==> src/rtl/rca_accumulator_pkg.sv <==
// Shared definitions for the rca_accumulator block: FSM state encoding.
// States are plain localparam constants so older tools see a fixed 2-bit code.
package rca_accumulator_pkg;

  localparam logic [1:0] ST_IDLE  = 2'd0;
  localparam logic [1:0] ST_ACCUM = 2'd1;
  localparam logic [1:0] ST_DONE  = 2'd2;

endpackage

==> src/rtl/rca_accumulator_nbit_rca.sv <==
// Nbit_RCA: WIDTH-bit ripple-carry adder built from a chain of full-adder cells.
// Carry-in enters at bit 0, and the carry out of the top bit is reported as Cout.
module Nbit_RCA #(
  parameter int WIDTH = 10
) (
  input  logic [WIDTH-1:0] A,
  input  logic [WIDTH-1:0] B,
  input  logic             Cin,
  output logic [WIDTH-1:0] Sum,
  output logic             Cout
);

  logic [WIDTH:0] carry;

  // Each stage consumes the carry produced by the stage below it.
  always_comb begin
    carry    = '0;
    Sum      = '0;
    carry[0] = Cin;
    for (int i = 0; i < WIDTH; i++) begin
      Sum[i]       = A[i] ^ B[i] ^ carry[i];
      carry[i+1]   = (A[i] & B[i]) | (carry[i] & (A[i] ^ B[i]));
    end
  end

  assign Cout = carry[WIDTH];

endmodule

==> src/rtl/rca_accumulator.sv <==
// rca_accumulator: sums a programmed number of operands through one Nbit_RCA.
// The result is reported as a wrapped sum plus the number of adder carry-outs.
module rca_accumulator
  import rca_accumulator_pkg::*;
#(
  parameter int WIDTH = 10,
  parameter int CNT_W = 4
) (
  input  logic             clk,
  input  logic             rst,
  input  logic             start,
  input  logic [CNT_W-1:0] len,
  input  logic             in_valid,
  input  logic [WIDTH-1:0] in_data,
  output logic             in_ready,
  output logic             out_valid,
  input  logic             out_ready,
  output logic [WIDTH-1:0] out_sum,
  output logic [CNT_W-1:0] out_carries,
  output logic             busy
);

  logic [1:0]       state_q, state_d;
  logic [WIDTH-1:0] acc_q, acc_d;
  logic [CNT_W-1:0] carries_q, carries_d;
  logic [CNT_W-1:0] remaining_q, remaining_d;

  logic [WIDTH-1:0] rcaSum;
  logic             rcaCout;

  Nbit_RCA #(.WIDTH(WIDTH)) u_rca (
    .A    (acc_q),
    .B    (in_data),
    .Cin  (1'b0),
    .Sum  (rcaSum),
    .Cout (rcaCout)
  );

  always_comb begin
    state_d     = state_q;
    acc_d       = acc_q;
    carries_d   = carries_q;
    remaining_d = remaining_q;
    case (state_q)
      ST_IDLE: begin
        if (start) begin
          acc_d     = '0;
          carries_d = '0;
          if (len != '0) begin
            remaining_d = len;
            state_d     = ST_ACCUM;
          end else begin
            state_d = ST_DONE;
          end
        end
      end
      ST_ACCUM: begin
        // in_ready is high for the whole of ACCUM, so in_valid alone marks a transfer.
        if (in_valid) begin
          acc_d       = rcaSum;
          carries_d   = carries_q + CNT_W'(rcaCout);
          remaining_d = remaining_q - CNT_W'(1);
          if (remaining_q == CNT_W'(1)) begin
            state_d = ST_DONE;
          end
        end
      end
      ST_DONE: begin
        if (out_ready) begin
          state_d = ST_IDLE;
        end
      end
      default: state_d = ST_IDLE;
    endcase
  end

  always_ff @(posedge clk) begin
    if (rst) begin
      state_q     <= ST_IDLE;
      acc_q       <= '0;
      carries_q   <= '0;
      remaining_q <= '0;
    end else begin
      state_q     <= state_d;
      acc_q       <= acc_d;
      carries_q   <= carries_d;
      remaining_q <= remaining_d;
    end
  end

  // The result registers double as the outputs; they only change when a new job starts.
  assign in_ready    = (state_q == ST_ACCUM);
  assign out_valid   = (state_q == ST_DONE);
  assign busy        = (state_q != ST_IDLE);
  assign out_sum     = acc_q;
  assign out_carries = carries_q;

endmodule

==> config.mk <==
export PLATFORM = sky130hd
export DESIGN_NAME = rca_accumulator
export DESIGN_NICKNAME = d
export VERILOG_FILES = /design/src/rtl/rca_accumulator_pkg.sv /design/src/rtl/rca_accumulator_nbit_rca.sv /design/src/rtl/rca_accumulator.sv
export SDC_FILE = /design/constraint.sdc
export NUM_CORES = 1
export LEC_CHECK = 0
export CAP_MARGIN = 20
export CORE_MARGIN = 2
export CORE_UTILIZATION = 46
export CTS_CLUSTER_DIAMETER = 80
export DETAILED_ROUTE_END_ITERATION = 6
export PLACE_DENSITY = 0.86
export SLEW_MARGIN = 20
export SYNTH_ARGS = -nofsm -noshare
export SYNTH_HDL_FRONTEND = slang
export SYNTH_SLANG_ARGS = --single-unit
==> constraint.sdc <==
create_clock -name clk -period 5.7 [get_ports clk]
set_input_delay 0.57 -clock clk [delete_from_list [all_inputs] [get_ports clk]]
set_output_delay 0.57 -clock clk [all_outputs]
set_load 0.1 [all_outputs]
# == Word-level counts from Yosys, hierarchy flattened ==
# Cells that the tools add are included.
# word_totals
out_inout_bits,17
word_cells,84
latchBits,0
rom_bits,0
memories,0
in_bits,19
register_bits,20
ram_bits,0
# classes
reduce_logical,7
n_shift,0
multipliers,0
n_bitwise,47
div_mod_pow,0
order_cmp,0
n_addsub,2
n_eq_ne,8
muxes,16
# ops
operator,count
10-bit two-way mux,2
4-bit two-way mux,5
10-bit one-hot mux with 2 select lines,1
1-bit AND,19
1-bit bitwise XOR,19
4-bit one-hot mux with 2 select lines,2
2-bit two-way mux,5
1-bit OR,9
4-bit AND reduction,2
"2-bit != test, second input constant",3
2-bit one-hot mux with 3 select lines,1
4-bit by 1-bit adder with 4-bit output,1
"4-bit by 1-bit equality test with 1-bit output, second input constant",1
"2-bit by 1-bit != test with 1-bit output, second input constant",2
2-bit nonzero test,2
4-bit nonzero test,1
"4-bit by 1-bit subtractor with 4-bit output, second input constant",1
3-bit AND reduction,1
"2-bit by 1-bit equality test with 1-bit output, second input constant",1
"2-bit equality test, second input constant",1
2-bit logical NOT,1

# == Depth between registers and ports, before layout ==
# depth
depth_word,22
mapped_depth,19
mapped_depth_nobuf,19

# == Modules after synthesis ==
# Synthesis repeated with hierarchy kept, for this count alone.
# hier_totals
hier_cells,122
hier_area_um2,1157.4
# by_module_without_submodules
mod,seq_area_each_um2,instances,area_per_inst_um2,cells_each
rca_accumulator,400.4,1,919.6,102
Nbit_RCA,0.0,1,237.7,20

# == Least setup slack after synthesis ==
# OpenSTA, ideal clock, no wires.
# synth_path
path_kind,register -> register
start,"register acc_q[0], in the netlist out_sum[0]"
end,"register carries_q[2], in the netlist out_carries[2]"
path_buffers,0
arrival_ps,4865
setup_time_ps,86
slack_ps,750
path_stages_with_launch,20
t_required_ps,5614
cell_sequence,dfxtp_1 ha_1 inv_1 fa_1 inv_1 fa_1 fa_1 inv_1 fa_1 fa_1 fa_1 fa_1 fa_1 inv_1 fa_1 ha_1 ha_1 nor3b_2 xnor2_1 a211oi_1
# synth_via
elab_chain_len,22
# synth_lines
item,line_no,source
start: declaration,rca_accumulator.sv:24,"logic [WIDTH-1:0] acc_q, acc_d;"
start signal: assignment,rca_accumulator.sv:80,acc_q <= '0;
start signal: assignment,rca_accumulator.sv:85,acc_q <= acc_d;
1-bit AND (2 in a row),rca_accumulator_nbit_rca.sv:22,carry[i+1] = (A[i] & B[i]) | (carry[i] & (A[i] ^ B[i]));
1-bit OR,rca_accumulator_nbit_rca.sv:22,
1-bit AND,rca_accumulator_nbit_rca.sv:22,
1-bit OR,rca_accumulator_nbit_rca.sv:22,
1-bit AND,rca_accumulator_nbit_rca.sv:22,
1-bit OR,rca_accumulator_nbit_rca.sv:22,
1-bit AND,rca_accumulator_nbit_rca.sv:22,
1-bit OR,rca_accumulator_nbit_rca.sv:22,
(+5 left out),n/a,
1-bit OR,rca_accumulator_nbit_rca.sv:22,
1-bit AND,rca_accumulator_nbit_rca.sv:22,
1-bit OR,rca_accumulator_nbit_rca.sv:22,
1-bit AND,rca_accumulator_nbit_rca.sv:22,
1-bit OR,rca_accumulator_nbit_rca.sv:22,
4-bit by 1-bit adder with 4-bit output,rca_accumulator.sv:61,carries_d = carries_q + CNT_W'(rcaCout);
4-bit two-way mux,rca_accumulator.sv:59,if (in_valid) begin
4-bit one-hot mux with 2 select lines,rca_accumulator.sv:44,case (state_q)
end signal: assignment,rca_accumulator.sv:86,carries_q <= carries_d;
end: declaration,rca_accumulator.sv:25,"logic [CNT_W-1:0] carries_q, carries_d;"
# No other way between the ends. The select of a mux whose other input is x is not followed.
# A chain may end at the register's enable or synchronous reset.

# == Final worst setup path ==
# layout_path
start,input in_data[0]
end,"register carries_q[2], in the netlist out_carries[2]"
# layout_via
elab_chain_len,22
# layout_lines
item,line_no,source
start: declaration,rca_accumulator.sv:14,"input logic [WIDTH-1:0] in_data,"
1-bit AND (2 in a row),rca_accumulator_nbit_rca.sv:22,
1-bit OR,rca_accumulator_nbit_rca.sv:22,
1-bit AND,rca_accumulator_nbit_rca.sv:22,
1-bit OR,rca_accumulator_nbit_rca.sv:22,
1-bit AND,rca_accumulator_nbit_rca.sv:22,
1-bit OR,rca_accumulator_nbit_rca.sv:22,
1-bit AND,rca_accumulator_nbit_rca.sv:22,
1-bit OR,rca_accumulator_nbit_rca.sv:22,
(+5 left out),n/a,
1-bit OR,rca_accumulator_nbit_rca.sv:22,
1-bit AND,rca_accumulator_nbit_rca.sv:22,
1-bit OR,rca_accumulator_nbit_rca.sv:22,
1-bit AND,rca_accumulator_nbit_rca.sv:22,
1-bit OR,rca_accumulator_nbit_rca.sv:22,
4-bit by 1-bit adder with 4-bit output,rca_accumulator.sv:61,
4-bit two-way mux,rca_accumulator.sv:59,
4-bit one-hot mux with 2 select lines,rca_accumulator.sv:44,
# No other way between the ends. The select of a mux whose other input is x is not followed.

==> out/metrics.csv <==
metric,value,unit
outcome,finished clean,
Setup crit start,in_data[0],
clk_lat worst skew,290,ps
CP required,5910,ps
DRT Pass-1 Iters,4,
placer congestion estimate,0.770,
Worst VDD drop,0.117,mV
pre-CTS setup slack,582,ps
Netlist cell types,35,
"Cell Area, Synth",1220,µm²
r2r setup slk,1290,ps
Synth area leaders,"dfxtp_1, fa_1, inv_1, nor2_1, ha_1",
Die Y,55.5,µm
"commonest non-fill, non-tap cell in the layout",clkdlybuf4s50_1,
setup_tns,0,ps
Clock Path Buffers,2,
sw frac,35.8,%
post-synth top area share,32.9,%
post-synthesis sequential area ratio,32.9,%
Num CTS Buffers,3,
Critical Path End,out_carries[2],
placed insts,187,
vias in the first global route,1074,
DP Wirelength,2.00,mm
Fin Clk Skew,4.73,ps
Final Hold Fails,0,
I/O Buffers,35,
pin count of the biggest net entering global routing,21,
"Slew Viols, Final",0,
CP max FO,2,
drt first-iter violations,24,
PD cells,210,nW/µm²
WS Path Type,in -> reg,
Clock power frac,19.4,%
post-synth top area cell,dfxtp_1,
GRT overflow,0,
Vias/cell,5.35,
r2r startpoint,out_sum[0],
CP peak stage delay,460,ps
Comb pwr share,34.1,%
slowest cell on the critical path,clkdlybuf4s50_1,
die boundary width,55.5,µm
"Arr. time, crit path",4980,ps
first-pass GRT wire length,4.51,mm
DRT antenna net count,0,
synthesis warning total,0,
Initial Util,48.7,%
Syn Nets,161,
Layout area overhead,30.4,%
Non-Filler Instances,190,
Hold Slack,524,ps
"flops & latches, synth",20,
WL per Instance,13.4,µm
core area,2500,µm²
CTS Sinks,20,
post-cts gate resize count,0,
syn_area_per_cell,9.52,µm²
Post-CTS Hold Buffers,0,
Row Count,18,
"Setup Fix Bufs, Post-CTS",0,
ant diodes,0,
setup violators final,0,
most frequent cells in the layout,"clkdlybuf4s50_1, inv_1, dfxtp_1",
CP Launch Type,primary input,
Flop pwr share,46.6,%
Post-Syn Instances,128,
final core occ,63.6,%
clock slew at reported path FFs,110,ps
FMAX,0.210,GHz
share of cells above drive strength 1,7.50,%
Worst Slack Setup Final,927,ps
Overall Global Routing Usage,17.7,%
CTS tree,built,
Tightest Pin Transition,984,ps
CP cell instances,"clkdlybuf4s50_1, ha_1, inv_1, fa_1, inv_1, fa_1, fa_1, inv_1, fa_1, fa_1, fa_1, fa_1, fa_1, inv_1, fa_1, ha_1, ha_1, nor3b_2, xnor2_1, a211oi_1",
fillers,215,
worst-case reg-to-reg path depth,19,
Final nets,195,
RSZ-0062 raised after global routing,no,
via count,1016,
Worst setup EP type,flip-flop,
Final min period,4770,ps
DRC,0,
Root Buffer,clkbuf_4,
IO Pins,36,
leakage,0.618,nW
Pint,0.214,mW
H-tree levels,1,
Critical R2R Capture,out_carries[2],
Hold Path Class,reg -> reg,
"most used cell, CP",fa_1,
die area,3080,µm²
relative slew slack,34.2,%
period utilization,83.7,%
final wirelength,2.54,mm
Max Cap Viol,0,
Switching Power,0.120,mW
antenna violations before repair,0,
==> critical path, delay by kind of cell <==
family / cells / cell delay, ps
adders and majority gates: 12 / 3250
xor gates and xnor gates: 1 / 90
buffers and inverters: 5 / 710
AOI/OAI and AO/OA: 1 / 200
and+or+nand+nor: 1 / 170
==> registers in the layout, indices dropped and copies added (netlist names) <==
name,flops
state_q,2
out_carries,4
out_sum,10
remaining_q,4
==> cells in the mapped netlist, drive strengths merged <==
library cell,n
inv,22
dfxtp,20
nor2,17
fa,9
a21oi,6
a22oi,6
a2bb2oi,6
a211oi,5
ha,5
buf,4
o21ai,4
nand2b,3
clkbuf,2
nand3,2
nor3,2
xnor2,2
a2111oi,1
a221oi,1
and2,1
mux2i,1
nand2,1
nor2b,1
nor3b,1
nor4,1
nor4b,1
o221ai,1
or2,1
or4,1
xor2,1
==> cells by family after synthesis <==
| group | Yosys count | share of synthesized area, % |
|---|---|---|
| simple gates | 32 | 14.0 |
| compound gates | 30 | 19.2 |
| buf+inv | 28 | 10.1 |
| flops | 20 | 32.9 |
| fa+ha+maj | 14 | 19.9 |
| xor+xnor | 3 | 2.16 |
| mux | 1 | 1.85 |
==> per-stage QoR <==
step	power, mW	area [µm²]
2_1_floorplan	0.242	1220
3_3_place_gp	0.269	1570
3_5_place_dp	0.273	1570
4_1_cts	0.336	1590
5_1_grt	0.350	1590
6_report	0.334	1590
==> worst min path at each step <==
stage                        start        endpoint  slack [ps]  depth (start not counted)
global route        remaining_q[1]  remaining_q[1]         550                          2
detailed placement  remaining_q[3]  remaining_q[3]         510                          2
global placement    remaining_q[2]  remaining_q[2]         490                          2
finish              remaining_q[2]  remaining_q[2]         520                          2
CTS                 remaining_q[3]  remaining_q[3]         520                          2
floorplan           remaining_q[2]  remaining_q[2]         470                          2
==> power by group through the flow <==
stage               clock network [mW]  registers, mW  logic, mW
CTS                             0.0663          0.156      0.115
global route                    0.0701          0.157      0.123
finish                          0.0647          0.156      0.114
global placement                     0          0.158      0.111
detailed placement                   0          0.159      0.114
floorplan                            0          0.178     0.0638
==> layout make-up <==
type                    count  area, µm²  share of cell area (%)
repair buffers             35        350                    22.0
clock buffers               3       22.5                    1.42
well taps                  30       37.5                    2.36
inverters                  22       82.6                    5.20
multi-input cells          80        696                    43.8
flip-flops and latches     20        400                    25.2
==> routing by layer <==
metal / global-route usage, % / part of all wire [%] / up-vias
met5: 0 / 0 / -
met4: 6.27 / 0 / 0
met3: 3.28 / 4.6 / 0
met2: 30.3 / 51 / 37
met1: 22.3 / 45 / 488
li1: - / - / 491
Note: power is estimated with default switching activity, not from simulation.
